===== src/rtl/uart_byte_tx_if.sv =====
// Byte request/handshake bundle between the frame builder
// and the UART byte transmitter.
interface uart_byte_tx_if;
  logic       tx_start;
  logic [7:0] tx_data;
  logic       tx_state;
  logic       tx_done;

  modport master (
    output tx_start,
    output tx_data,
    input  tx_state,
    input  tx_done
  );

  modport slave (
    input  tx_start,
    input  tx_data,
    output tx_state,
    output tx_done
  );
endinterface


===== src/rtl/uart_byte_tx.sv =====
// UART byte transmitter: start, 8 data bits LSB first,
// optional parity, 1 or 2 stop bits; gapless streaming.
module uart_byte_tx #(
  parameter int CLK_FREQ  = 50000000,
  parameter int BAUD_RATE = 9600,
  parameter int PARITY    = 0,
  parameter int STOP_BITS = 1
) (
  input  logic          clk_in,
  input  logic          rst_in,
  uart_byte_tx_if.slave tx_if,
  output logic          rs232_tx
);
  localparam int BIT_CNT = CLK_FREQ / BAUD_RATE;
  localparam logic [15:0] BIT_LAST = 16'(BIT_CNT - 1);

  if (BIT_CNT < 2 || BIT_CNT > 65535) begin : g_bad_baud
    $error("uart_byte_tx: BIT_CNT out of range");
  end
  if (PARITY < 0 || PARITY > 2) begin : g_bad_par
    $error("uart_byte_tx: PARITY must be 0, 1 or 2");
  end
  if (STOP_BITS != 1 && STOP_BITS != 2) begin : g_bad_stop
    $error("uart_byte_tx: STOP_BITS must be 1 or 2");
  end

  typedef enum logic [2:0] {
    S_IDLE,
    S_START,
    S_DATA,
    S_PAR,
    S_STOP
  } state_t;

  state_t      r_state, w_state;
  logic [15:0] r_baud, w_baud;
  logic [2:0]  r_idx, w_idx;
  logic        r_stop, w_stop;
  logic [7:0]  r_data, w_data;
  logic        r_par, w_par;
  logic        r_tx, w_tx;
  logic        r_busy, w_busy;
  logic        r_done, w_done;

  logic w_wrap;
  logic w_stop_last;
  logic w_par_in;

  assign w_wrap      = (r_baud == BIT_LAST);
  assign w_stop_last = (STOP_BITS == 1) || r_stop;
  assign w_par_in    = (PARITY == 2) ? ^tx_if.tx_data
                                     : ~^tx_if.tx_data;

  always_comb begin
    w_state = r_state;
    w_baud  = r_baud;
    w_idx   = r_idx;
    w_stop  = r_stop;
    w_data  = r_data;
    w_par   = r_par;
    w_tx    = r_tx;
    w_busy  = r_busy;
    w_done  = 1'b0;
    if (r_busy) begin
      w_baud = w_wrap ? 16'd0 : r_baud + 16'd1;
    end
    unique case (r_state)
      S_START: begin
        if (w_wrap) begin
          w_state = S_DATA;
          w_idx   = 3'd0;
          w_tx    = r_data[0];
        end
      end
      S_DATA: begin
        if (w_wrap) begin
          if (r_idx == 3'd7) begin
            if (PARITY != 0) begin
              w_state = S_PAR;
              w_tx    = r_par;
            end else begin
              w_state = S_STOP;
              w_stop  = 1'b0;
              w_tx    = 1'b1;
            end
          end else begin
            w_idx  = r_idx + 3'd1;
            w_data = {1'b0, r_data[7:1]};
            w_tx   = r_data[1];
          end
        end
      end
      S_PAR: begin
        if (w_wrap) begin
          w_state = S_STOP;
          w_stop  = 1'b0;
          w_tx    = 1'b1;
        end
      end
      S_STOP: begin
        if (w_wrap) begin
          if (w_stop_last) begin
            w_state = S_IDLE;
            w_busy  = 1'b0;
            w_done  = 1'b1;
            w_tx    = 1'b1;
          end else begin
            w_stop = 1'b1;
          end
        end
      end
      default: ;
    endcase
    // Accepting on the completion edge keeps streams gapless.
    if (!w_busy && tx_if.tx_start) begin
      w_state = S_START;
      w_busy  = 1'b1;
      w_baud  = 16'd0;
      w_idx   = 3'd0;
      w_stop  = 1'b0;
      w_tx    = 1'b0;
      w_data  = tx_if.tx_data;
      w_par   = w_par_in;
    end
  end

  always_ff @(posedge clk_in) begin
    if (rst_in) begin
      r_state <= S_IDLE;
      r_baud  <= 16'd0;
      r_idx   <= 3'd0;
      r_stop  <= 1'b0;
      r_data  <= 8'd0;
      r_par   <= 1'b0;
      r_tx    <= 1'b1;
      r_busy  <= 1'b0;
      r_done  <= 1'b0;
    end else begin
      r_state <= w_state;
      r_baud  <= w_baud;
      r_idx   <= w_idx;
      r_stop  <= w_stop;
      r_data  <= w_data;
      r_par   <= w_par;
      r_tx    <= w_tx;
      r_busy  <= w_busy;
      r_done  <= w_done;
    end
  end

  assign rs232_tx       = r_tx;
  assign tx_if.tx_state = r_busy;
  assign tx_if.tx_done  = r_done;
endmodule


===== src/flat_wrapper.sv =====
// flat-port wrapper written by rule: the top's interface ports become plain ports
module uart_byte_tx_flat 
#(
  parameter int CLK_FREQ  = 50000000,
  parameter int BAUD_RATE = 9600,
  parameter int PARITY    = 0,
  parameter int STOP_BITS = 1
)
  (clk_in, rst_in, rs232_tx, tx_if_tx_start, tx_if_tx_data, tx_if_tx_state, tx_if_tx_done);
  uart_byte_tx_if tx_if_i ();
  input  logic clk_in;
  input  logic rst_in;
  output logic rs232_tx;
  input wire logic [$bits(tx_if_i.tx_start)-1:0] tx_if_tx_start;
  input wire logic [$bits(tx_if_i.tx_data)-1:0] tx_if_tx_data;
  output wire logic [$bits(tx_if_i.tx_state)-1:0] tx_if_tx_state;
  output wire logic [$bits(tx_if_i.tx_done)-1:0] tx_if_tx_done;
  assign tx_if_i.tx_start = tx_if_tx_start;
  assign tx_if_i.tx_data = tx_if_tx_data;
  assign tx_if_tx_state = tx_if_i.tx_state;
  assign tx_if_tx_done = tx_if_i.tx_done;
  uart_byte_tx #(.CLK_FREQ(CLK_FREQ), .BAUD_RATE(BAUD_RATE), .PARITY(PARITY), .STOP_BITS(STOP_BITS)) u_core (.clk_in(clk_in), .rst_in(rst_in), .tx_if(tx_if_i), .rs232_tx(rs232_tx));
endmodule

===== config.mk =====
export PLATFORM = sky130hd
export DESIGN_NAME = uart_byte_tx_flat
export DESIGN_NICKNAME = d
export VERILOG_FILES = /design/src/rtl/uart_byte_tx_if.sv /design/src/rtl/uart_byte_tx.sv /design/src/flat_wrapper.sv
export SDC_FILE = /design/constraint.sdc
export NUM_CORES = 1
export LEC_CHECK = 0
export CAP_MARGIN = 20
export CORE_UTILIZATION = 55
export DETAILED_ROUTE_END_ITERATION = 6
export GPL_TIMING_DRIVEN = 1
export PLACE_DENSITY_LB_ADDON = 0.05
export REMOVE_ABC_BUFFERS = 1
export SETUP_SLACK_MARGIN = 0.2
export SKIP_LAST_GASP = 1
export SYNTH_ARGS = -nofsm -noshare
export SYNTH_HDL_FRONTEND = slang
export SYNTH_SLANG_ARGS = --single-unit

===== constraint.sdc =====
create_clock -name clk_in -period 2.2 [get_ports clk_in]
set_input_delay 0.22 -clock clk_in [delete_from_list [all_inputs] [get_ports clk_in]]
set_output_delay 0.22 -clock clk_in [all_outputs]
set_load 0.05 [all_outputs]

==> results of run 1 <==
==> registers in the layout, summed over array words and instances (netlist names) <==
name	cells
u_core.r_idx	3
u_core.r_baud	16
u_core.rs232_tx	1
u_core.tx_if.tx_done	1
u_core.r_state	3
u_core.tx_if.tx_state	1
u_core.r_data	8
==> through the flow <==
step / cells / hold slack, ns
after floorplan: 172 / 0.282
after global placement: 222 / 0.486
after detailed placement: 222 / 0.501
after CTS: 229 / 0.471
after global routing: 235 / 0.480
final: 235 / 0.478
==> metal layers <==
layer	GRT usage [%]	up-vias
met2	36.2	46
met5	0	-
met4	8.50	0
met3	5.13	6
li1	-	695
met1	30.8	677
==> cells by family (layout without fill, tap and decap cells) <==
family          count (synthesis)  in the layout
simple gates                   79             79
fa+ha+maj                       3              3
buf+inv                        13             35
mux                            11             11
xor+xnor                       12             12
compound gates                 30             31
flops                          33             33
==> synth_stat cells (2+ instances only) <==
library cell,instances
a211oi_1,6
a211oi_2,2
a21oi_1,9
and3_1,5
and4_1,3
buf_6,6
dfxtp_1,33
ha_1,3
inv_1,4
mux2_2,2
mux2i_1,9
nand2_1,8
nand3_1,6
nand4_1,5
nor2_1,31
nor4_1,2
nor4b_2,2
o21ai_0,5
or3_1,2
or3_2,2
xnor2_1,6
xor2_1,6
==> critical path: stages (launching register included) <==
cell     delay, ns
dfxtp_2       0.35
ha_4          0.16
ha_4          0.15
or3b_4        0.42
o32a_1        0.37
mux2_4        0.28
a21o_1        0.15
==> power by group <==
group | leakage [uW] | switching, uW | internal, uW | total (uW)
Clock | 0.0000314 | 195 | 151 | 345
Sequential | 0.000271 | 12.9 | 614 | 627
Combinational | 0.000399 | 61.8 | 54.6 | 116
Total | 0.000701 | 269 | 819 | 1090
==> path summary, 6_finish.rpt <==
kind / from / slack (ns) / cells past startpoint / endpoint
worst max-delay path: u_core.r_idx[1] / 0.23 / 6 / u_core.rs232_tx
worst min-delay path: tx_if_tx_data[2] / 0.48 / 3 / u_core.r_data[2]
worst max register to register: u_core.r_idx[1] / 0.23 / 6 / u_core.rs232_tx
worst min register to register: u_core.r_data[7] / 0.52 / 2 / u_core.r_data[7]
==> repair_timing <==
item                       in CTS  in global routing
setup buffers                   0                  4
gates cloned                    0                  2
setup endpoints to repair       8                 18
pin swaps                       1                 10
gates resized for setup         2                 16
==> final cells by class <==
type | count | area, um^2
fill | 240 | 846
timing repair buffer | 24 | 216
inverter | 4 | 15.0
multi-input combinational | 136 | 1010
tap | 31 | 38.8
sequential | 33 | 668
clock buffer | 7 | 55.1
==> flow_summary.ini, run 1 <==
[run_status]
outcome = completed

[cts]
cts-htree-levels = 2
cts_tree = built
holdBufCountCts = 0
clockRootBuffer = clkbuf_4
cts.path.max_buffers = 2
clk_pin_slew_ns = 0.10
worstSkewPairLatency_ns = 0.33
clkSinkCount = 33
numCtsBuffers = 5

[cells_and_area]
final_cell_mix = nor2_1, dfxtp_1, clkdlybuf4s50_1
final_nets = 218
diodes = 0
area_delta_synth_final_pct = 17.5
finalInstanceArea_um2 = 2010
drive_above_1_share_pct = 23.0
layout_commonest_cell = nor2_1
postLayoutCoreUtil_pct = 70.4

[synthesis]
syn_inst = 181
synth_compound_area_share_pct = 13.1
synth_area_leaders = dfxtp_1, nor2_1, mux2i_1, buf_6, xnor2_1
synth-seq-area-share_pct = 38.7
synth_area_per_cell_um2 = 9.44
synth_top_family_by_area = simple AND/OR/NAND/NOR gates
synth-seq-cells = 33
yosys.area_share.simple_pct = 27.3
synth_fa_ha_area_share_pct = 2.20
yosysTopAreaCell = dfxtp_1
yosysWarningCount = 0
synth_area_um2 = 1710
ys_types = 46
synth_xor_area_share_pct = 6.15
muxShareOfSynthArea_pct = 6.59
synth_edf_count = 0
synth_top_area_share_pct = 38.7
yosys_most_used_dff = dfxtp_1
async_flop_share_pct = 0

[timing]
maxClockFrequency_mhz = 508
tns_ns = 0
fin_crit_sh_pct = 89.5
rsz0062_at_grt = false
skew_ns = 0.00879
relSlewSlack_pct = 64.5
tightest_slew_ns = 0.532
finalWorstSetupSlack_ns = 0.231
hold_viol_final = 0
finalSetupViolations = 0
drv_slew = 0
min_period_ns = 1.97

[routing]
drc = 0
num_vias = 1424
dr.pass1.iters = 4
routedWlPerCell_um = 15.8
met1Wirelength_um = 1650
avgViaCountPerCell = 6.06
drt_first_iter_violations = 61
wl_um = 3710
ant_nets = 0
wl_met2_um = 1810
dr.max_layer_used = met4
wl_met3_um = 223

[global_route]
grt_max_degree = 13
grt_pass1_vias = 1299
antenna_found_initial = 0
globalRoute.totalOverflow = 0
grt_pass1_wl_um = 5890
globalRouteTotalUtil_pct = 22.9

[setup_path]
worstPathRequired_ns = 2.44
arrival_ns = 2.21
cp-start-kind = flip-flop
crit_type = flip-flop to flip-flop
cp-end-kind = flip-flop
cp_max_fo = 3

[power_and_ir_drop]
ir_drop_mv = 0.345
cellPowerDensity_nw_per_um2 = 542
leakagePower_uw = 0.000701
p_total_uw = 1090

[worst_hold_path]
min_path_type = primary input to flip-flop

[place]
place_ws_ns = 0.173
postPlaceCellArea_um2 = 1830
gp_congestion = 0.879
io_buffers = 13
dp_hpwl_um = 2440

[floorplan]
die_w_um = 57.7
rows = 19
start_util_pct = 59.9
pin_count = 14
die_h_um = 57.7
core_um2 = 2850
dieArea_um2 = 3330

[run]
drv_cap = 0
(Power assumes the default switching activity.)
==> run 2: changes to the inputs <==
GPL_ROUTABILITY_DRIVEN = 0   (was unset)
RECOVER_POWER = 50   (was unset)
SLEW_MARGIN = 0   (was unset)
==> flow_summary.ini, run 2 (synthesis gave the netlist of run 1 again) <==
[timing]
fin_crit_sh_pct = 90.2
maxClockFrequency_mhz = 504
finalSetupViolations = 0
hold_viol_final = 0
hold_slack_ns = 0.480
tns_ns = 0
min_period_ns = 1.98
relSlewSlack_pct = 64.9
tightest_slew_ns = 0.526
drv_slew = 0
skew_ns = 0.00842
rsz0062_at_grt = false

[setup_path]
cp-end-kind = flip-flop
crit_cells = 7
cp_max_fo = 7
r2r.worst_path.cells = 7
reg2reg_slack_ns = 0.22
critPathBufInv = 1
slowest_delay_ns = 0.37
r2r_start = u_core.r_baud[1]
crit_path_start = u_core.r_baud[1]
critical-path-top-delay-family = simple AND/OR/NAND/NOR gates
cp-start-kind = flip-flop
arrival_ns = 2.22
critPathSlowestCell = dfxtp_2
crit_type = flip-flop to flip-flop
critPathCapture = u_core.rs232_tx
timing.rr.end = u_core.rs232_tx
worstPathCellList = ha_1, and3b_2, and4_1, buf_4, nand2_1, mux2_4, a21o_1
worstPathRequired_ns = 2.44

[global_route]
antenna_found_initial = 0
busiest_layer = met2
grt_pass1_vias = 1299
globalRoute.totalOverflow = 0
met1_usage_pct = 30.8
grt_max_degree = 13
gr-usage-met2_pct = 36.2
grt_pass1_wl_um = 5890
globalRouteTotalUtil_pct = 22.9
use_met3_pct = 5.13

[run]
drv_cap = 0

[cts]
cts.path.max_buffers = 2
clkSinkCount = 33
worstSkewPairLatency_ns = 0.33
cts_tree = built
clockRootBuffer = clkbuf_4
numCtsBuffers = 5
holdBufCountCts = 0
cts-htree-levels = 2
clk_pin_slew_ns = 0.10

[cells_and_area]
finalInstanceArea_um2 = 2000
drive_above_1_share_pct = 22.1
final_nets = 218
final_cell_mix = nor2_1, dfxtp_1, clkdlybuf4s50_1
largest_reg_flops = 16
seq_area_um2 = 668
layout_commonest_cell = nor2_1
area_delta_synth_final_pct = 17.3
finalNonFillerCells = 235
diodes = 0
multiInputGateArea_um2 = 1010
reg_top3 = u_core.r_baud x16, u_core.r_data x8
num-fill-cells = 240
largest-register = u_core.r_baud

[place]
io_buffers = 13
dp.cells = 222
dp_hpwl_um = 2440
postPlaceCellArea_um2 = 1830

[routing]
drc = 0
ant_nets = 0
dr.pass1.iters = 4
num_vias = 1421
avgViaCountPerCell = 6.05
wl_um = 3730
routedWlPerCell_um = 15.9
drt_first_iter_violations = 61

[power_and_ir_drop]
p_total_uw = 1090
leakagePower_uw = 0.000706
ir_drop_mv = 0.345
cellPowerDensity_nw_per_um2 = 542

[floorplan]
pin_count = 14
die_h_um = 57.7
core_um2 = 2850
dieArea_um2 = 3330
die_w_um = 57.7
rows = 19
start_util_pct = 59.9

[run_status]
outcome = completed

[worst_hold_path]
min_path_type = primary input to flip-flop
-- run 2: cell types whose count changed in the layout (fill, tap and decap cells not counted), sizes merged --
cell,before,now
clkdlybuf4s50,13,11
dlygate4sd3,0,2
-- run 2: report_power, final --
part	leakage [uW]	switching, uW	internal, uW	total, uW
logic	0.000404	62.0	54.0	116
registers	0.000271	12.8	614	626
clock network	0.0000314	193	151	344
total	0.000706	268	818	1090
-- run 2: routing by layer --
layer  wire length [um]  vias to the layer above  share of wire (%)
met3                229                        2                6.1
li1                   -                      696                  -
met5                  0                        -                  0
met2               1840                       43                 49
met4                 19                        0               0.51
met1               1650                      680                 44
-- run 2: final cells by class --
| class | instances | share of cell area, % |
|---|---|---|
| clock buffers | 7 | 2.75 |
| inverters | 4 | 0.750 |
| multi-input cells | 136 | 50.4 |
| flip-flops and latches | 33 | 33.4 |
| well taps | 31 | 1.94 |
| repair buffers | 24 | 10.8 |
-- run 2: worst min path at each step --
| stage | start | endpoint | slack [ns] | cells after the start |
|---|---|---|---|---|
| floorplan | rst_in | u_core.r_data[7] | 0.28 | 1 |
| global placement | u_core.r_data[7] | u_core.r_data[7] | 0.49 | 2 |
| detailed placement | u_core.r_data[7] | u_core.r_data[7] | 0.50 | 2 |
| CTS | tx_if_tx_data[2] | u_core.r_data[2] | 0.47 | 3 |
| global route | tx_if_tx_data[1] | u_core.r_data[1] | 0.48 | 3 |
| finish | tx_if_tx_data[2] | u_core.r_data[2] | 0.48 | 3 |
-- run 2: repair_timing --
item | in CTS | in global routing
cloned | 0 | 2
gates resized for setup | 2 | 16
setup buffers | 0 | 4
endpoints found under the setup margin | 8 | 18
pin swaps | 1 | 10
-- run 2: tightest hold or removal path: cells and delay by family --
family	cells	cell delay, ns
buffers and inverters	1	0.39
AO/OA/AOI/OAI	1	0.05
AND/OR/NAND/NOR	1	0.10
-- run 2: stage by stage --
stage / utilization [%] / setup slack, ns
floorplan: - / 0.0282
global placement: 64.3 / 0.237
detailed placement: 64.3 / 0.173
CTS: 66.4 / 0.206
global route: 70.2 / 0.128
finish: 70.2 / 0.216
==> run 3: changes to the inputs <==
clock period = 2 ns   (was 2.2 ns; I/O delays follow)
==> flow_summary.ini, run 3 (synthesis gave the netlist of run 1 again) <==
[run_status]
outcome = completed

[power_and_ir_drop]
cellPowerDensity_nw_per_um2 = 576
leakagePower_uw = 0.000749
ir_drop_mv = 0.446
p_total_uw = 1200

[place]
dp.cells = 228
dp_hpwl_um = 2500
place_ws_ns = 0.0208
io_buffers = 13

[floorplan]
start_util_pct = 59.9
die_w_um = 57.7
die_h_um = 57.7
core_um2 = 2850
pin_count = 14
dieArea_um2 = 3330
rows = 19

[routing]
num_vias = 1456
drc = 0
drt_first_iter_violations = 90
routedWlPerCell_um = 16.0
ant_nets = 0
dr.pass1.iters = 4
wl_um = 3880
avgViaCountPerCell = 5.99

[cells_and_area]
seq_area_um2 = 666
layout_commonest_cell = nor2_1
largest-register = u_core.r_baud
reg_top3 = u_core.r_baud x16, u_core.r_data x8
multiInputGateArea_um2 = 1030
final_cell_mix = nor2_1, dfxtp_1, buf_4
drive_above_1_share_pct = 26.4
final_nets = 226
num-fill-cells = 216
finalNonFillerCells = 243
area_delta_synth_final_pct = 21.7
diodes = 0
largest_reg_flops = 16

[setup_path]
slowest_delay_ns = 0.42
cp_common_cell = ha_4
cp_max_fo = 5
arrival_ns = 2.12
worstPathCellList = ha_4, ha_4, or3b_4, nor3b_4, buf_6, mux2i_1, a211oi_2
r2r_start = u_core.r_idx[0]
cp-start-kind = flip-flop
worstPathRequired_ns = 2.23
r2r.worst_path.cells = 7
reg2reg_slack_ns = 0.11
critical-path-top-delay-family = simple AND/OR/NAND/NOR gates
crit_cells = 7
timing.rr.end = u_core.r_data[0]
crit_type = flip-flop to flip-flop
critPathBufInv = 1
critPathSlowestCell = or3b_4
cp-end-kind = flip-flop

[cts]
holdBufCountCts = 0
cts-htree-levels = 2
clk_pin_slew_ns = 0.10
clkSinkCount = 33
cts.path.max_buffers = 2
cts_tree = built
numCtsBuffers = 5
worstSkewPairLatency_ns = 0.33
clockRootBuffer = clkbuf_4

[worst_hold_path]
hold_end = u_core.r_data[5]
hold_depth = 3
min_path_type = primary input to flip-flop
min_from = tx_if_tx_data[5]

[timing]
finalSetupViolations = 0
fin_crit_sh_pct = 94.3
relSlewSlack_pct = 63.6
finalWorstSetupSlack_ns = 0.115
hold_viol_final = 0
maxClockFrequency_mhz = 530
rsz0062_at_grt = true
min_period_ns = 1.89
tightest_slew_ns = 0.544
drv_slew = 0
skew_ns = 0.0124
tns_ns = 0

[global_route]
globalRouteTotalUtil_pct = 24.6
grt_pass1_wl_um = 6180
antenna_found_initial = 0
globalRoute.totalOverflow = 0
grt_pass1_vias = 1351
grt_max_degree = 12

[run]
drv_cap = 0
-- run 3: area by class of cell --
| class | count | share of cell area (%) |
|---|---|---|
| clock buffers | 7 | 2.65 |
| inverters | 4 | 0.722 |
| well taps | 31 | 1.87 |
| repair buffers | 32 | 13.1 |
| flip-flops and latches | 33 | 32.0 |
| multi-input cells | 136 | 49.6 |
-- run 3: metal layers --
layer	GRT usage [%]	vias to the layer above	part of all wire, %	routed length, um
li1	-	713	-	-
met1	34.3	683	47	1810
met2	36.0	50	45	1750
met3	6.70	10	5.9	230
met4	10.5	0	2.3	90
met5	0	-	0	0
-- run 3: repair_timing --
item / CTS / global route
resized for setup: 12 / 15
gates cloned: 1 / 1
setup endpoints to repair: 21 / 32
buffers inserted: 5 / 1
pin swaps: 9 / 3
-- run 3: metrics by stage --
stage | utilization [%] | hold slack (ns) | cell area (um^2)
finish | 72.9 | 0.460 | 2080
global route | 72.9 | 0.456 | 2080
CTS | 70.8 | 0.451 | 2020
detailed placement | 65.9 | 0.492 | 1880
global placement | 65.9 | 0.486 | 1880
floorplan | - | 0.262 | 1620
-- run 3: how the worst max path moves through the flow --
stage	from	to	slack, ns
2_1_floorplan	u_core.r_idx[0]	u_core.r_data[0]	-0.17
3_3_place_gp	u_core.r_idx[0]	u_core.r_data[0]	0.09
3_5_place_dp	u_core.r_idx[0]	u_core.r_data[0]	0.02
4_1_cts	u_core.r_idx[0]	u_core.rs232_tx	0.13
5_1_grt	u_core.r_baud[15]	u_core.r_idx[1]	0.02
6_report	u_core.r_idx[0]	u_core.r_data[0]	0.11
-- run 3: power breakdown --
group          internal [uW]  switching [uW]
clock network            166             214
logic                   59.7            69.7
registers                675            12.4
-- run 3: worst register-to-register path, cell delays in order (launching register included) --
cell	delay, ns
dfxtp_2	0.35
ha_4	0.16
ha_4	0.15
or3b_4	0.42
nor3b_4	0.25
buf_6	0.17
mux2i_1	0.21
a211oi_2	0.09
